==> src/rtl/seq_pkg.sv <==
// Shared definitions for the pc_sequencer block: state encoding, opcode
// constants and the writeback-classification helper.
package seq_pkg;

    typedef enum logic [2:0] {
        IDLE   = 3'd0,
        FETCH  = 3'd1,
        DECODE = 3'd2,
        EXEC   = 3'd3,
        MEM    = 3'd4,
        WB     = 3'd5,
        HALT   = 3'd6
    } state_t;

    localparam logic [3:0] OP_STORE = 4'b1111;
    localparam logic [3:0] OP_LOAD  = 4'b1000;
    localparam logic [3:0] OP_LOADI = 4'b0110;
    localparam logic [3:0] OP_CMP   = 4'b1001;
    localparam logic [3:0] OP_BEQ   = 4'b1011;
    localparam logic [3:0] OP_BGE   = 4'b1100;
    localparam logic [3:0] OP_BLE   = 4'b1101;

    // Opcodes that write the register file in WB: ALU ops, moves and loadi.
    // Loads write in their ack cycle instead, so they are excluded here.
    function automatic logic writes_in_wb(input logic [3:0] op);
        return !(op inside {OP_STORE, OP_LOAD, OP_CMP, OP_BEQ, OP_BGE, OP_BLE});
    endfunction

    function automatic logic is_mem_op(input logic [3:0] op);
        return (op == OP_STORE) || (op == OP_LOAD);
    endfunction

endpackage

==> src/rtl/branch_eval.sv <==
// Combinational branch resolution: classifies the opcode as a conditional
// branch and evaluates its condition against the registered ALU flags.
module branch_eval
    import seq_pkg::*;
#(
    parameter int OP_W = 4
) (
    input  logic [OP_W-1:0] op,
    input  logic            zero,
    input  logic            sign,
    input  logic            carry,
    input  logic            overflow,
    output logic            is_branch,
    output logic            taken
);

    logic [3:0] op4;
    // No branch in this ISA tests carry; it is accepted for interface symmetry.
    logic       unused_carry;

    assign op4          = 4'(op);
    assign unused_carry = carry;

    // Decode branch opcodes and evaluate their signed/equal conditions.
    always_comb begin
        // NOTE: every output gets a default first so no path infers a latch.
        is_branch = 1'b0;
        taken     = 1'b0;
        case (op4)
            OP_BEQ: begin
                is_branch = 1'b1;
                taken     = zero;
            end
            OP_BGE: begin
                is_branch = 1'b1;
                taken     = (sign == overflow);
            end
            OP_BLE: begin
                is_branch = 1'b1;
                taken     = zero || (sign != overflow);
            end
            default: ;
        endcase
    end

endmodule

==> src/rtl/pc_sequencer.sv <==
// Multi-cycle instruction sequencer: owns the program counter and walks each
// instruction through FETCH, DECODE, EXEC, optional MEM and WB, issuing
// one-cycle enables to the datapath.
// Optional feature macro: PC_SEQUENCER_PERF_EN adds retired/cycles counters.
module pc_sequencer
    import seq_pkg::*;
#(
    parameter int              PC_W    = 10,
    parameter int              OP_W    = 4,
    parameter logic [PC_W-1:0] PC_LAST = {PC_W{1'b1}}
) (
    input  logic            clk,
    input  logic            rst_n,
    input  logic            start,
    input  logic [OP_W-1:0] instr_op,
    input  logic [PC_W-1:0] target,
    input  logic            zero,
    input  logic            sign,
    input  logic            carry,
    input  logic            overflow,
    input  logic            mem_ack,
    output logic [PC_W-1:0] pc,
    output logic            ir_load,
    output logic            exec_en,
    output logic            flag_load,
    output logic            reg_we,
    output logic            mem_req,
    output logic            done,
    output logic            busy
`ifdef PC_SEQUENCER_PERF_EN
    ,
    output logic [15:0]     retired,
    output logic [15:0]     cycles
`endif
);

    state_t          state, state_n;
    logic [OP_W-1:0] op_q;
    logic [3:0]      op4;
    logic            taken_q;
    logic [PC_W-1:0] target_q;
    logic            is_branch;
    logic            br_taken;

    assign op4 = 4'(op_q);

    branch_eval #(.OP_W(OP_W)) u_branch_eval (
        .op        (op_q),
        .zero      (zero),
        .sign      (sign),
        .carry     (carry),
        .overflow  (overflow),
        .is_branch (is_branch),
        .taken     (br_taken)
    );

    // State register plus the per-state captures: opcode in DECODE, branch
    // decision and target in EXEC, program counter update in WB.
    always_ff @(posedge clk or negedge rst_n) begin
        if (!rst_n) begin
            state    <= IDLE;
            pc       <= '0;
            op_q     <= '0;
            taken_q  <= 1'b0;
            target_q <= '0;
        end else begin
            // NOTE: non-blocking assignments so every register samples pre-edge values.
            state <= state_n;
            case (state)
                IDLE:   if (start) pc <= '0;
                DECODE: op_q <= instr_op;
                EXEC: begin
                    taken_q  <= is_branch && br_taken;
                    target_q <= target;
                end
                WB:     pc <= taken_q ? target_q : pc + PC_W'(1);
                default: ;
            endcase
        end
    end

    // Next-state logic and Moore strobes; reg_we for loads is qualified by mem_ack.
    always_comb begin
        state_n   = state;
        ir_load   = 1'b0;
        exec_en   = 1'b0;
        flag_load = 1'b0;
        reg_we    = 1'b0;
        mem_req   = 1'b0;
        case (state)
            IDLE:   if (start) state_n = FETCH;
            FETCH:  state_n = DECODE;
            DECODE: begin
                ir_load = 1'b1;
                state_n = EXEC;
            end
            EXEC: begin
                exec_en   = 1'b1;
                flag_load = (op4 == OP_CMP);
                state_n   = (!is_branch && is_mem_op(op4)) ? MEM : WB;
            end
            MEM: begin
                mem_req = 1'b1;
                if (mem_ack) begin
                    reg_we  = (op4 == OP_LOAD);
                    state_n = WB;
                end
            end
            WB: begin
                reg_we  = writes_in_wb(op4);
                state_n = (pc == PC_LAST) ? HALT : FETCH;
            end
            HALT:   if (!start) state_n = IDLE;
            default: state_n = IDLE;
        endcase
    end

    assign done = (state == HALT);
    assign busy = (state != IDLE) && (state != HALT);

`ifdef PC_SEQUENCER_PERF_EN
    // Saturating performance counters, cleared when a new run leaves IDLE.
    always_ff @(posedge clk or negedge rst_n) begin
        if (!rst_n) begin
            retired <= '0;
            cycles  <= '0;
        end else if (state == IDLE && start) begin
            retired <= '0;
            cycles  <= '0;
        end else begin
            if (state == WB && retired != 16'hFFFF) retired <= retired + 16'd1;
            if (busy && cycles != 16'hFFFF)         cycles  <= cycles + 16'd1;
        end
    end
`endif

endmodule

==> config.mk <==
export PLATFORM = sky130hd
export DESIGN_NAME = pc_sequencer
export DESIGN_NICKNAME = d
export VERILOG_FILES = /design/src/rtl/seq_pkg.sv /design/src/rtl/branch_eval.sv /design/src/rtl/pc_sequencer.sv
export SDC_FILE = /design/constraint.sdc
export NUM_CORES = 1
export LEC_CHECK = 0
export BUFFER_PORTS_ARGS = -buffer_cell sky130_fd_sc_hd__buf_2
export CORE_MARGIN = 3
export CORE_UTILIZATION = 49
export DETAILED_ROUTE_END_ITERATION = 10
export PLACE_DENSITY_LB_ADDON = 0.05
export SKIP_LAST_GASP = 1
export SYNTH_ARGS = -nofsm -noshare
export SYNTH_HDL_FRONTEND = slang
export SYNTH_HIERARCHICAL = 1
export SYNTH_SLANG_ARGS = --single-unit
==> constraint.sdc <==
create_clock -name clk -period 3.4 [get_ports clk]
set_input_delay 0 -clock clk [delete_from_list [all_inputs] [get_ports clk]]
set_output_delay 0 -clock clk [all_outputs]
set_load 0.01 [all_outputs]
==> flow_metrics.env <==
export IMPL_power_frac_clock_pct=12.1
export IMPL_swShare_pct=42.5
export IMPL_synth_async_sr_flop_share_pct=100
export IMPL_endpoint_kind="primary output"
export IMPL_path_max_fanout=17
export IMPL_tightest_slew_ps=656
export IMPL_cp_cell_sequence="nand2_1 > inv_1 > and3_1 > buf_2"
export IMPL_die_w_um=63.0
export IMPL_final_cells=271
export IMPL_finalCriticalPeriod_ps=2190
export IMPL_drv_slew=0
export IMPL_slew_headroom_pct=56.2
export IMPL_yosysSeqAreaShare_pct=44.0
export IMPL_antenna_found_initial=0
export IMPL_slowest_stage="dfrtp_1"
export IMPL_switching_power_mw=0.588
export IMPL_power_density_nw_per_um2=707
export IMPL_grt_setup_unrepaired="no"
export IMPL_tritoncts="built"
export IMPL_worstPathArrival_ps=2190
export IMPL_n_antenna_cell=0
export IMPL_clock_root_buffer="clkbuf_4"
export IMPL_final_hold_viol_count=0
export IMPL_io_pins=39
export IMPL_internal_power_mw=0.795
export IMPL_grt_max_degree=29
export IMPL_synth_seq_cells=28
export IMPL_nets=251
export IMPL_ant_nets=0
export IMPL_coreArea_um2=3080
export IMPL_grt_pass1_wl_um=6270
export IMPL_yosys_cell_types_count=48
export IMPL_synth_cell_area_um2=1590
export IMPL_synth_cells=181
export IMPL_yosysTopAreaCell="dfrtp_1"
export IMPL_num_vias=1426
export IMPL_hold_depth=5
export IMPL_power_share_sequential_pct=47.8
export IMPL_synth_top_cell_area_share_pct=44.0
export IMPL_worstRegToRegCells=5
export IMPL_drt_initial_drc_count=127
export IMPL_setup_violations=0
export IMPL_slowest_delay_ps=670
export IMPL_yosysWarnings=6
export IMPL_fillers=293
export IMPL_placed_cells=251
export IMPL_grt_remaining_overflow=0
export IMPL_p_total_mw=1.38
export IMPL_critical_path_startpoint="state[0]"
export IMPL_worst_clock_skew_ps=2.99
export IMPL_numCtsBuffers=3
export IMPL_maxCapViolations=0
export IMPL_num_rows=20
export IMPL_r2r_setup_slack_ps=1470
export IMPL_htreeDepth=1
export IMPL_drive_above_1_share_pct=22.9
export IMPL_outcome="completed"
export IMPL_clk_insertion_delay_late_ps=330
export IMPL_r2r_start="state[2]"
export IMPL_synth_most_common_cell="nand2_1"
export IMPL_dp_hpwl_um=2480
export IMPL_cts_sinks=28
export IMPL_yosys_top_cells_count="44 x nand2_1, 28 x dfrtp_1, 14 x o21ai_0, 9 x nor2_1"
export IMPL_cp_start_kind="flip-flop"
export IMPL_cts_clk_slew_worst_paths_ps=150
export IMPL_min_from="zero"
export IMPL_fmaxAchievable_ghz=0.457
export IMPL_hold_end="taken_q"
export IMPL_wire_per_inst_um=13.6
export IMPL_fin_area_um2=1960
export IMPL_die_area_um2=3970
export IMPL_synthFlopType="dfrtp_1"
export IMPL_syn_to_final_growth_pct=22.8
export IMPL_cts_buffer_depth=2
export IMPL_drt_pass1_iter_count=4
export IMPL_crit_type="reg -> out"
export IMPL_place_area_um2=1760
export IMPL_critPathTopFamily="flip-flops"
export IMPL_drcViolationCount=0
export IMPL_start_util_pct=51.7
export IMPL_irDropWorstVdd_uv=399
export IMPL_leakage_nw=0.953
export IMPL_wl_um=3680
export IMPL_min_period_over_period_pct=64.4
export IMPL_syn_num_nets=204
export IMPL_crit_buf_inv=2
export IMPL_die_h_um=63.0
export IMPL_timing_rr_end="state[2]"
export IMPL_grt_pass1_vias=1313
export IMPL_combPwrFrac_pct=40.1
export IMPL_critPathRequiredTime_ps=3400
export IMPL_port_buffer_count=37
export IMPL_synth_edf_count=0
export IMPL_vias_per_cell=5.26
export IMPL_synth_avg_cell_area_um2=8.80
export IMPL_hold_path_class="in -> reg"
export IMPL_gp_congestion=0.827
export IMPL_grt_usage_pct=19.8
export IMPL_netlist_top_cells_area="dfrtp_1 44%, nand2_1 10%, o21ai_0 4.4%"
export IMPL_tns_ps=0
## layout make-up
class	count	area [um^2]	area share (%)
Timing Repair Buffer	53	345	17.7
Tap cell	44	55.1	2.82
Sequential cell	28	701	35.8
Clock buffer	4	36.3	1.86
Inverter	5	18.8	0.960
Multi-Input combinational cell	137	800	40.9
## worst max-delay path by stage
stage                      endpoint  slack [ps]  cells after the start
after floorplan               pc[7]        1900                      6
after global placement     state[2]        1570                      5
after detailed placement   state[2]        1510                      5
after CTS                 flag_load        1210                      4
after global routing      flag_load         990                      4
final                     flag_load        1210                      4
## per-layer routing
layer  global-route usage, %  up-vias  routed length [um]
met1                    27.8      654                1720
met4                    5.79        0                  15
met3                    3.24        2                 182
met5                       0        -                   0
met2                    31.2       42                1760
li1                        -      728                   -
## power groups by stage
stage	sequential [mW]	clock, mW	combinational [mW]
final	0.661	0.167	0.555
after global routing	0.689	0.186	0.635
after CTS	0.658	0.175	0.561
after detailed placement	0.666	0	0.543
after global placement	0.655	0	0.525
after floorplan	0.592	0	0.474
## worst register-to-register path, delay by kind of cell, from the launching register on
kind	cells	cell delay [ps]
AOI/OAI and AO/OA	2	390
buffers and inverters	1	330
DFF	1	520
and+or+nand+nor	2	580
## metrics by stage
stage	worst slack, ps	hold slack (ps)	util, %
global route	989	48.9	63.5
floorplan	1900	-296	-
detailed placement	1510	59.5	57.2
global placement	1570	49.3	57.2
finish	1210	45.5	63.5
CTS	1210	31.2	63.5
## placed cells by master (no fill, tap or decap), types with 2 or more instances in the layout
master / n
a31oi_1: 2
inv_1: 5
a211oi_1: 2
nand3_1: 6
buf_2: 37
nand3b_1: 2
o21ai_0: 14
xor2_1: 2
nand4_1: 4
a22oi_1: 2
clkbuf_4: 3
nor3_1: 2
and3_2: 2
dfrtp_1: 28
nand2_1: 44
nor2b_1: 3
mux2_2: 3
a21oi_1: 6
and2b_2: 3
mux2i_1: 4
or3_1: 3
dlygate4sd3_1: 16
nor2_1: 9
and3_1: 2
nor3b_1: 2
## repair_timing
| item | CTS | global route |
|---|---|---|
| endpoints found under the hold margin | 43 | 0 |
| hold buffers | 16 | 0 |
| buffers inserted | 0 | 0 |
| gates resized for setup | 0 | 0 |
## sequential cells by signal (all words and copies together), names as in the netlist
register	cells
op4	4
pc	10
state	3
taken_q	1
target_q	10
## cells by family after synthesis
family	after synthesis	synth area share, %
adders and majority gates	1	0.785
and+or+nand+nor	91	29.5
buffers and inverters	16	5.81
DFF	28	44.0
muxes	7	4.63
xor gates and xnor gates	3	1.65
AOI/OAI and AO/OA	35	13.6
Note: power is estimated with default switching activity, not from simulation.
